`config.mk`:
```
export PLATFORM = sky130hd
export DESIGN_NAME = ring_osc_sync
export DESIGN_NICKNAME = d
export VERILOG_FILES = /design/src/rtl/ring_osc_sync.sv
export SDC_FILE = /design/constraint.sdc
export NUM_CORES = 1
export LEC_CHECK = 0
export BUFFER_PORTS_ARGS = -buffer_cell sky130_fd_sc_hd__buf_2
export CORE_MARGIN = 10
export CORE_UTILIZATION = 60
export DETAILED_ROUTE_END_ITERATION = 16
export PLACE_DENSITY = 0.92
export RECOVER_POWER = 50
export SYNTH_ARGS = -nofsm -noshare
export SYNTH_HDL_FRONTEND = slang
export SYNTH_SLANG_ARGS = --single-unit
```
`constraint.sdc`:
```
create_clock -name clk -period 6.5 [get_ports clk]
set_input_delay 1.3 -clock clk [delete_from_list [all_inputs] [get_ports clk]]
set_output_delay 1.3 -clock clk [all_outputs]
set_load 0.01 [all_outputs]
```
`src/rtl/ring_osc_sync.sv`:
```
// ring_osc_sync: clock-synchronous inverting ring oscillator with run control, pause and cycle-limited stop
// Ports: clk/rst_n (async active-low) clock and reset; en run request; hold pause while running;
// delay per-stage delay in clocks (0 acts as 1, latched on run entry); max_cycles stop count (0 = unlimited);
// taps stage outputs; osc_out = taps[0]; cycles osc_out rises since run entry; running/done state decodes.
module ring_osc_sync #(
  parameter int STAGES  = 5,
  parameter int DELAY_W = 4,
  parameter int CNT_W   = 16
) (
  input  logic               clk,
  input  logic               rst_n,
  input  logic               en,
  input  logic               hold,
  input  logic [DELAY_W-1:0] delay,
  input  logic [CNT_W-1:0]   max_cycles,
  output logic [STAGES-1:0]  taps,
  output logic               osc_out,
  output logic [CNT_W-1:0]   cycles,
  output logic               running,
  output logic               done
);
  if (STAGES < 3 || STAGES > 31 || STAGES % 2 == 0) begin : g_bad_stages
    $fatal(1, "ring_osc_sync: STAGES must be odd and in 3..31");
  end
  // alternating 0,1,0,...: with an odd ring only stage 0 starts unstable, so a single edge circulates
  localparam logic [31:0] ALT = 32'haaaa_aaaa;
  localparam logic [STAGES-1:0] INIT = ALT[STAGES-1:0];
  typedef enum logic [1:0] {IDLE, RUN, DONE} state_t;
  state_t               state_q, state_d;
  logic [STAGES-1:0]    taps_q, taps_d, prev;
  logic [DELAY_W-1:0]   d_lat_q, d_lat_d;
  logic [DELAY_W-1:0]   tmr_q [STAGES];
  logic [DELAY_W-1:0]   tmr_d [STAGES];
  logic [CNT_W-1:0]     cycles_q, cycles_d;
  logic                 running_q, done_q;
  assign prev = {taps_q[STAGES-2:0], taps_q[STAGES-1]};
  always_comb begin
    state_d  = state_q;
    taps_d   = taps_q;
    tmr_d    = tmr_q;
    d_lat_d  = d_lat_q;
    cycles_d = cycles_q;
    if (state_q == IDLE) begin
      taps_d = INIT;
      tmr_d  = '{default: '0};
      if (en) begin
        state_d  = RUN;
        d_lat_d  = (delay == '0) ? DELAY_W'(1) : delay;
        cycles_d = '0;
      end
    end else if (!en) begin
      state_d = IDLE;
      taps_d  = INIT;
      tmr_d   = '{default: '0};
    end else if (state_q == RUN && !hold) begin
      // a stage whose input equals its output must stay so for d_lat clocks before it flips
      for (int i = 0; i < STAGES; i++) begin
        if (taps_q[i] != prev[i]) tmr_d[i] = '0;
        else if (tmr_q[i] == d_lat_q - DELAY_W'(1)) begin
          taps_d[i] = ~taps_q[i];
          tmr_d[i]  = '0;
        end else tmr_d[i] = tmr_q[i] + DELAY_W'(1);
      end
      if (!taps_q[0] && taps_d[0] && !(&cycles_q)) cycles_d = cycles_q + CNT_W'(1);
      if (max_cycles != '0 && cycles_d == max_cycles) state_d = DONE;
    end
  end
  always_ff @(posedge clk or negedge rst_n) begin
    if (!rst_n) begin
      state_q   <= IDLE;
      taps_q    <= INIT;
      tmr_q     <= '{default: '0};
      d_lat_q   <= DELAY_W'(1);
      cycles_q  <= '0;
      running_q <= 1'b0;
      done_q    <= 1'b0;
    end else begin
      state_q   <= state_d;
      taps_q    <= taps_d;
      tmr_q     <= tmr_d;
      d_lat_q   <= d_lat_d;
      cycles_q  <= cycles_d;
      running_q <= state_d == RUN;
      done_q    <= state_d == DONE;
    end
  end
  assign taps    = taps_q;
  assign osc_out = taps_q[0];
  assign cycles  = cycles_q;
  assign running = running_q;
  assign done    = done_q;
endmodule
```
; After elaboration in Yosys (flattened, before gate mapping)
; Index checks and enable logic that the tools add are counted.
[op_classes]
mux = 43
reduce_logical = 18
add_sub_neg = 7
bitwise = 5
n_eq_ne = 23
[op_table]
columns = cell, n
row1 = two-way mux 16 bit, 8
row2 = two-way mux 20 bit, 3
row3 = two-way mux 4 bit, 11
row4 = "adder 4 x 1 -> 4 bit, second input constant", 5
row5 = equality test 4 bit, 5
row6 = "adder 16 x 1 -> 16 bit, second input constant", 1
row7 = equality test 16 bit, 1
row8 = AND reduction 16 bit, 1
row9 = nonzero test 16 bit, 1
row10 = two-way mux 5 bit, 3
row11 = "!= test 3 x 1 -> 1 bit, second input constant", 5
row12 = two-way mux 1 bit, 13
row13 = "!= test 3 bit, second input constant", 4
row14 = AND reduction 3 bit, 4
row15 = two-way mux 2 bit, 5
row16 = != test 1 bit, 5
row17 = NOT 1 bit, 5
row18 = "equality test 2 x 1 -> 1 bit, second input constant", 2
row19 = logical AND 1 bit, 4
row20 = zero test 4 bit, 1
row21 = AND reduction 2 bit, 2
row22 = "subtractor 4 x 1 -> 4 bit, second input constant", 1
row23 = zero test 1 bit, 3
row24 = "equality test 2 bit, second input constant", 1
row25 = other kinds (2), 2
[totals]
elab_cells = 111
reg_bits = 49
out_inout_bits = 24
input_bits = 24

; Logic depth before layout (Yosys ltp)
[depth]
ltp_word = 20
depth_mapped = 13
mapped_depth_nobuf = 9

; Least setup slack after synthesis
; No wires, ideal clock.
[synth_path]
kind = register to register
from = reg d_lat_q[0]
to = reg state_q[0]
slack_ns = 3.319
setup_time_ns = 0.123
synth_period_minus_slack_ns = 3.181
n_path_buf = 3
arrival_ns = 3.058
stages_incl_launch_ff = 13
required_time_ns = 6.377
cell_sequence = dfstp_2 buf_6 inv_1 ha_1 buf_4 xnor2_1 or4_4 nand2b_4 buf_6 nor4_4 o221ai_1 or4_4 o221a_1
[synth_via]
elab_chain_cells = 19
[synth_rtl]
columns = item, line
row1 = start: declaration, 31  ; logic [DELAY_W-1:0] d_lat_q, d_lat_d;
row2 = start signal: assignment, 81  ; d_lat_q <= d_lat_d;
row3 = subtractor 4 x 1 -> 4 bit, 59  ; else if (tmr_q[i] == d_lat_q - DELAY_W'(1)) begin
row4 = equality test 4 bit, 59
row5 = two-way mux 1 bit, 59
row6 = two-way mux 1 bit, 58  ; if (taps_q[i] != prev[i]) tmr_d[i] = '0;
row7 = two-way mux 1 bit, 55  ; end else if (state_q == RUN && !hold) begin
row8 = two-way mux 1 bit, 51  ; end else if (!en) begin
row9 = two-way mux 1 bit, 43  ; if (state_q == IDLE) begin
row10 = logical AND 1 bit (2 in a row), 64  ; if (!taps_q[0] && taps_d[0] && !(&cycles_q)) cycles_d = cycles_q + CNT_W'(1);
row11 = (+3 left out), -
row12 = two-way mux 16 bit, 43
row13 = equality test 16 bit, 65  ; if (max_cycles != '0 && cycles_d == max_cycles) state_d = DONE;
row14 = logical AND 1 bit, 65
row15 = two-way mux 2 bit, 65
row16 = two-way mux 2 bit, 55
row17 = two-way mux 2 bit, 51
row18 = two-way mux 2 bit, 43
row19 = named net state_d[0], 29  ; state_t state_q, state_d;
row20 = end signal: assignment, 78  ; state_q <= state_d;
row21 = end: declaration, 29
; The timed path passes the listed nets, and every way through them passes these cells. The select of a mux whose other input is x is not followed.
; A chain may end at the register's enable or synchronous reset.

; Worst setup path in the final report
[layout_path]
from = reg d_lat_q[0]
to = reg done_q, in the netlist done
[layout_via]
elab_chain_cells = 20
[layout_rtl]
columns = item, line
row1 = subtractor 4 x 1 -> 4 bit, 59
row2 = equality test 4 bit, 59
row3 = two-way mux 1 bit, 59
row4 = two-way mux 1 bit, 58
row5 = two-way mux 1 bit, 55
row6 = two-way mux 1 bit, 51
row7 = two-way mux 1 bit, 43
row8 = logical AND 1 bit (2 in a row), 64
row9 = (+3 left out), -
row10 = two-way mux 16 bit, 43
row11 = equality test 16 bit, 65
row12 = logical AND 1 bit, 65
row13 = two-way mux 2 bit, 65
row14 = two-way mux 2 bit, 55
row15 = two-way mux 2 bit, 51
row16 = two-way mux 2 bit, 43
row17 = equality test 2 bit, 84  ; done_q <= state_d == DONE;
row18 = end signal: assignment, 76  ; done_q <= 1'b0;
row19 = end signal: assignment, 84
row20 = end: declaration, 35  ; logic running_q, done_q;
; Every way passes these cells. The select of a mux whose other input is x is not followed.

==> flow_summary.yaml <==
finish:
  drive_above_1_share_pct: 14.2
  area_growth_pct: 8.22
  final_cell_mix: "nand2_1, o21ai_0, dfrtp_1, buf_2, xor2_1"
  num_antenna_cells: 0
  finalNonFillerCells: 515
  layout_commonest_cell: "nand2_1"
  nets: 473
clock_tree:
  root_buffer: "clkbuf_8"
  cts.repair.resized: 0
  hold_buffers: 0
  cts_made_buffers: 5
  post-cts-setup-buffers: 0
  h-tree-depth: 2
  clk_pin_slew_ps: 90
  clk_path_buf_depth: 2
  clock_latency_ps: 310
  cts_sinks: 49
  cts_tree: "done"
timing:
  final-setup-viol-count: 0
  fmax_mhz: 272
  rsz0062_at_grt: "no"
  worst_pin_slew_ps: 2600
  relSlewSlack_pct: -73.4
  hold_violations: 0
  timing.final.max_slew_violations: 50
  fin_setup_tns_ps: 0
  period_minus_slack_ps: 3680
  fin_skew_ps: 10.9
  finalCritPeriodShare_pct: 56.6
yosys:
  synth-simple-area-share_pct: 23.2
  synth_top_family_by_area: "simple AND/OR/NAND/NOR gates"
  ys_types: 67
  synthArstFlopShare_pct: 100
  synth-compound-area-share_pct: 22.4
  yosysSeqAreaShare_pct: 34.8
  synth.avg_cell_area_um2: 8.70
  netlist_instances: 406
  synth_top_area_share_pct: 32.6
  synth_xor_area_share_pct: 12.3
  synth_fp_nets: 437
  synth-edff-count: 0
  synthMuxAreaShare_pct: 0.638
  synth_seq_cells: 49
  syn_area_um2: 3530
  ys.flop_type: "dfrtp_1"
  ys.warnings.count: 0
  synth_area_leaders: "dfrtp_1, o21ai_0, xor2_1"
  synth_top_cell_by_area: "dfrtp_1"
  synth_fa_ha_area_share_pct: 2.48
worst_setup_path:
  start_kind: "flip-flop"
  critPathMostFrequentCell: "or4_4"
  slowest_stage: "dfstp_2"
  path_depth: 9
  required_ps: 6700
  endpoint_kind: "flip-flop"
  worstPathMaxFanout: 12
  r2r_end: "done"
  path_buf_inv: 1
  r2r_slack_ps: 2820
  r2r_start: "d_lat_q[0]"
  cpPeakStageDelay_ps: 640
  criticalPathCategory: "flip-flop to flip-flop"
  cp_top_family: "simple AND/OR/NAND/NOR gates"
  rr_worst_depth: 9
  crit_arrival_ps: 3880
  crit_chain: "inv_1 > ha_1 > xnor2_1 > or4_4 > nand2b_4 > nor2_2 > a31oi_1 > or4_4 > o31ai_1"
pwr:
  p_leak_nw: 1.58
  pwr-share-clk_pct: 30.1
  pwr-share-comb_pct: 21.2
  p_switching_mw: 0.211
  ir_drop_uv: 87.6
  p_seq_share_pct: 48.6
  power_density_nw_per_um2: 173
  swShare_pct: 31.9
  intPower_mw: 0.450
global_routing:
  grt_pass1_wl_um: 16200
  antenna_found_initial: 0
  grt_max_degree: 50
  grt_pass1_vias: 3256
  overflow: 0
  grt_use_total_pct: 20.1
placement:
  io_buffer_count: 47
  dp.cells: 507
  dpl.hpwl_um: 7420
  place_congestion: 0.981
floorplanning:
  fp-row-count: 27
  fp.dieArea_um2: 9360
  pin_count: 48
  dieWidth_um: 96.7
  core_area_um2: 5610
  start_util_pct: 63.0
  die_y_um: 96.7
outcome:
  status: "complete, but fails checks"
  violations: "max-capacitance violations, max-slew violations"
drt:
  drc: 0
  totalWireLength_um: 10000
  drt.antenna.violating_nets: 0
  vias: 3479
  wl_per_cell_um: 19.4
  drt-pass1-iter-count: 5
  via_per_inst: 6.76
  drt_iter0_drc: 266
min_path:
  hold_start: "tmr_q[11]"
  hold-path-cell-count: 1
  hp-class: "flip-flop to flip-flop"
  holdPathEnd: "tmr_q[11]"
flow_run:
  drv_cap: 1
-- per-layer routing --
metal / GRT usage [%] / wire length (µm) / part of all wire [%] / vias up
met5: 0 / 0 / 0 / -
met4: 5.30 / 168 / 1.7 / 0
met3: 4.12 / 925 / 9.2 / 21
met2: 30.3 / 4510 / 45 / 235
met1: 28.4 / 4410 / 44 / 1649
li1: - / - / - / 1574
-- power by group through the flow --
stage | registers, mW | clock network [mW] | logic, mW
floorplan | 0.323 | 0 | 0.104
global route | 0.323 | 0.212 | 0.152
finish | 0.321 | 0.199 | 0.140
detailed placement | 0.327 | 0 | 0.137
CTS | 0.321 | 0.201 | 0.138
global placement | 0.326 | 0 | 0.132
-- layout make-up --
class                           instances  area, µm²
Clock inverter                          2       16.3
Tap cell                               72       90.1
Fill cell                             480       1790
Timing Repair Buffer                   48        226
Clock buffer                            6       82.6
Inverter                                6       22.5
Sequential cell                        49       1230
Multi-Input combinational cell        332       2150
-- worst max-delay path by stage --
stage	startpoint	end	slack [ps]
CTS	d_lat_q[0]	done	2870
detailed placement	d_lat_q[0]	done	2910
global placement	d_lat_q[0]	state_q[0]	3120
floorplan	d_lat_q[0]	state_q[0]	3320
global route	d_lat_q[0]	done	2650
finish	d_lat_q[0]	done	2820
-- kinds of logic after synthesis --
family,count (synthesis)
AOI/OAI and AO/OA,121
xor gates and xnor gates,48
adders and majority gates,7
buffers and inverters,25
DFF,49
muxes,2
and+or+nand+nor,154
-- Yosys cell counts (2+ instances only) --
| cell | instances |
|---|---|
| inv_1 | 6 |
| ha_1 | 7 |
| a311oi_1 | 3 |
| nand3b_1 | 2 |
| and2_1 | 6 |
| dfrtp_1 | 46 |
| clkbuf_1 | 7 |
| nor2_1 | 19 |
| nand2b_1 | 4 |
| dfstp_2 | 3 |
| a211oi_1 | 2 |
| o311ai_0 | 2 |
| nand2_1 | 49 |
| xor2_1 | 24 |
| nand3_1 | 16 |
| o31ai_1 | 10 |
| and4_1 | 2 |
| or3_1 | 4 |
| a22o_1 | 5 |
| nor2b_1 | 5 |
| nor4_1 | 9 |
| mux2_2 | 2 |
| buf_2 | 3 |
| a31oi_1 | 14 |
| nand4_1 | 7 |
| nor3b_1 | 2 |
| a21oi_1 | 15 |
| nor3_1 | 12 |
| or4_4 | 2 |
| buf_6 | 5 |
| buf_4 | 2 |
| a311o_1 | 3 |
| o21a_1 | 3 |
| xnor2_1 | 23 |
| and3_1 | 5 |
| o21ai_0 | 46 |
-- registers in the layout, indices dropped and copies added, names as in the netlist --
register	cells
cycles	16
taps	5
tmr_q	20
done	1
running	1
d_lat_q	4
state_q	2
-- through the flow --
stage                     setup WS (ps)  area (µm²)  hold slack [ps]  total power [mW]  utilization (%)
final                              2820        3820              513             0.661             68.2
after global routing               2650        3820              545             0.687             68.2
after global placement             3120        3740              491             0.459             66.7
after detailed placement           2910        3740              499             0.464             66.7
after floorplan                    3320        3530              465             0.427                -
after CTS                          2870        3840              515             0.660             68.5
Note: power is estimated with default switching activity, not from simulation.
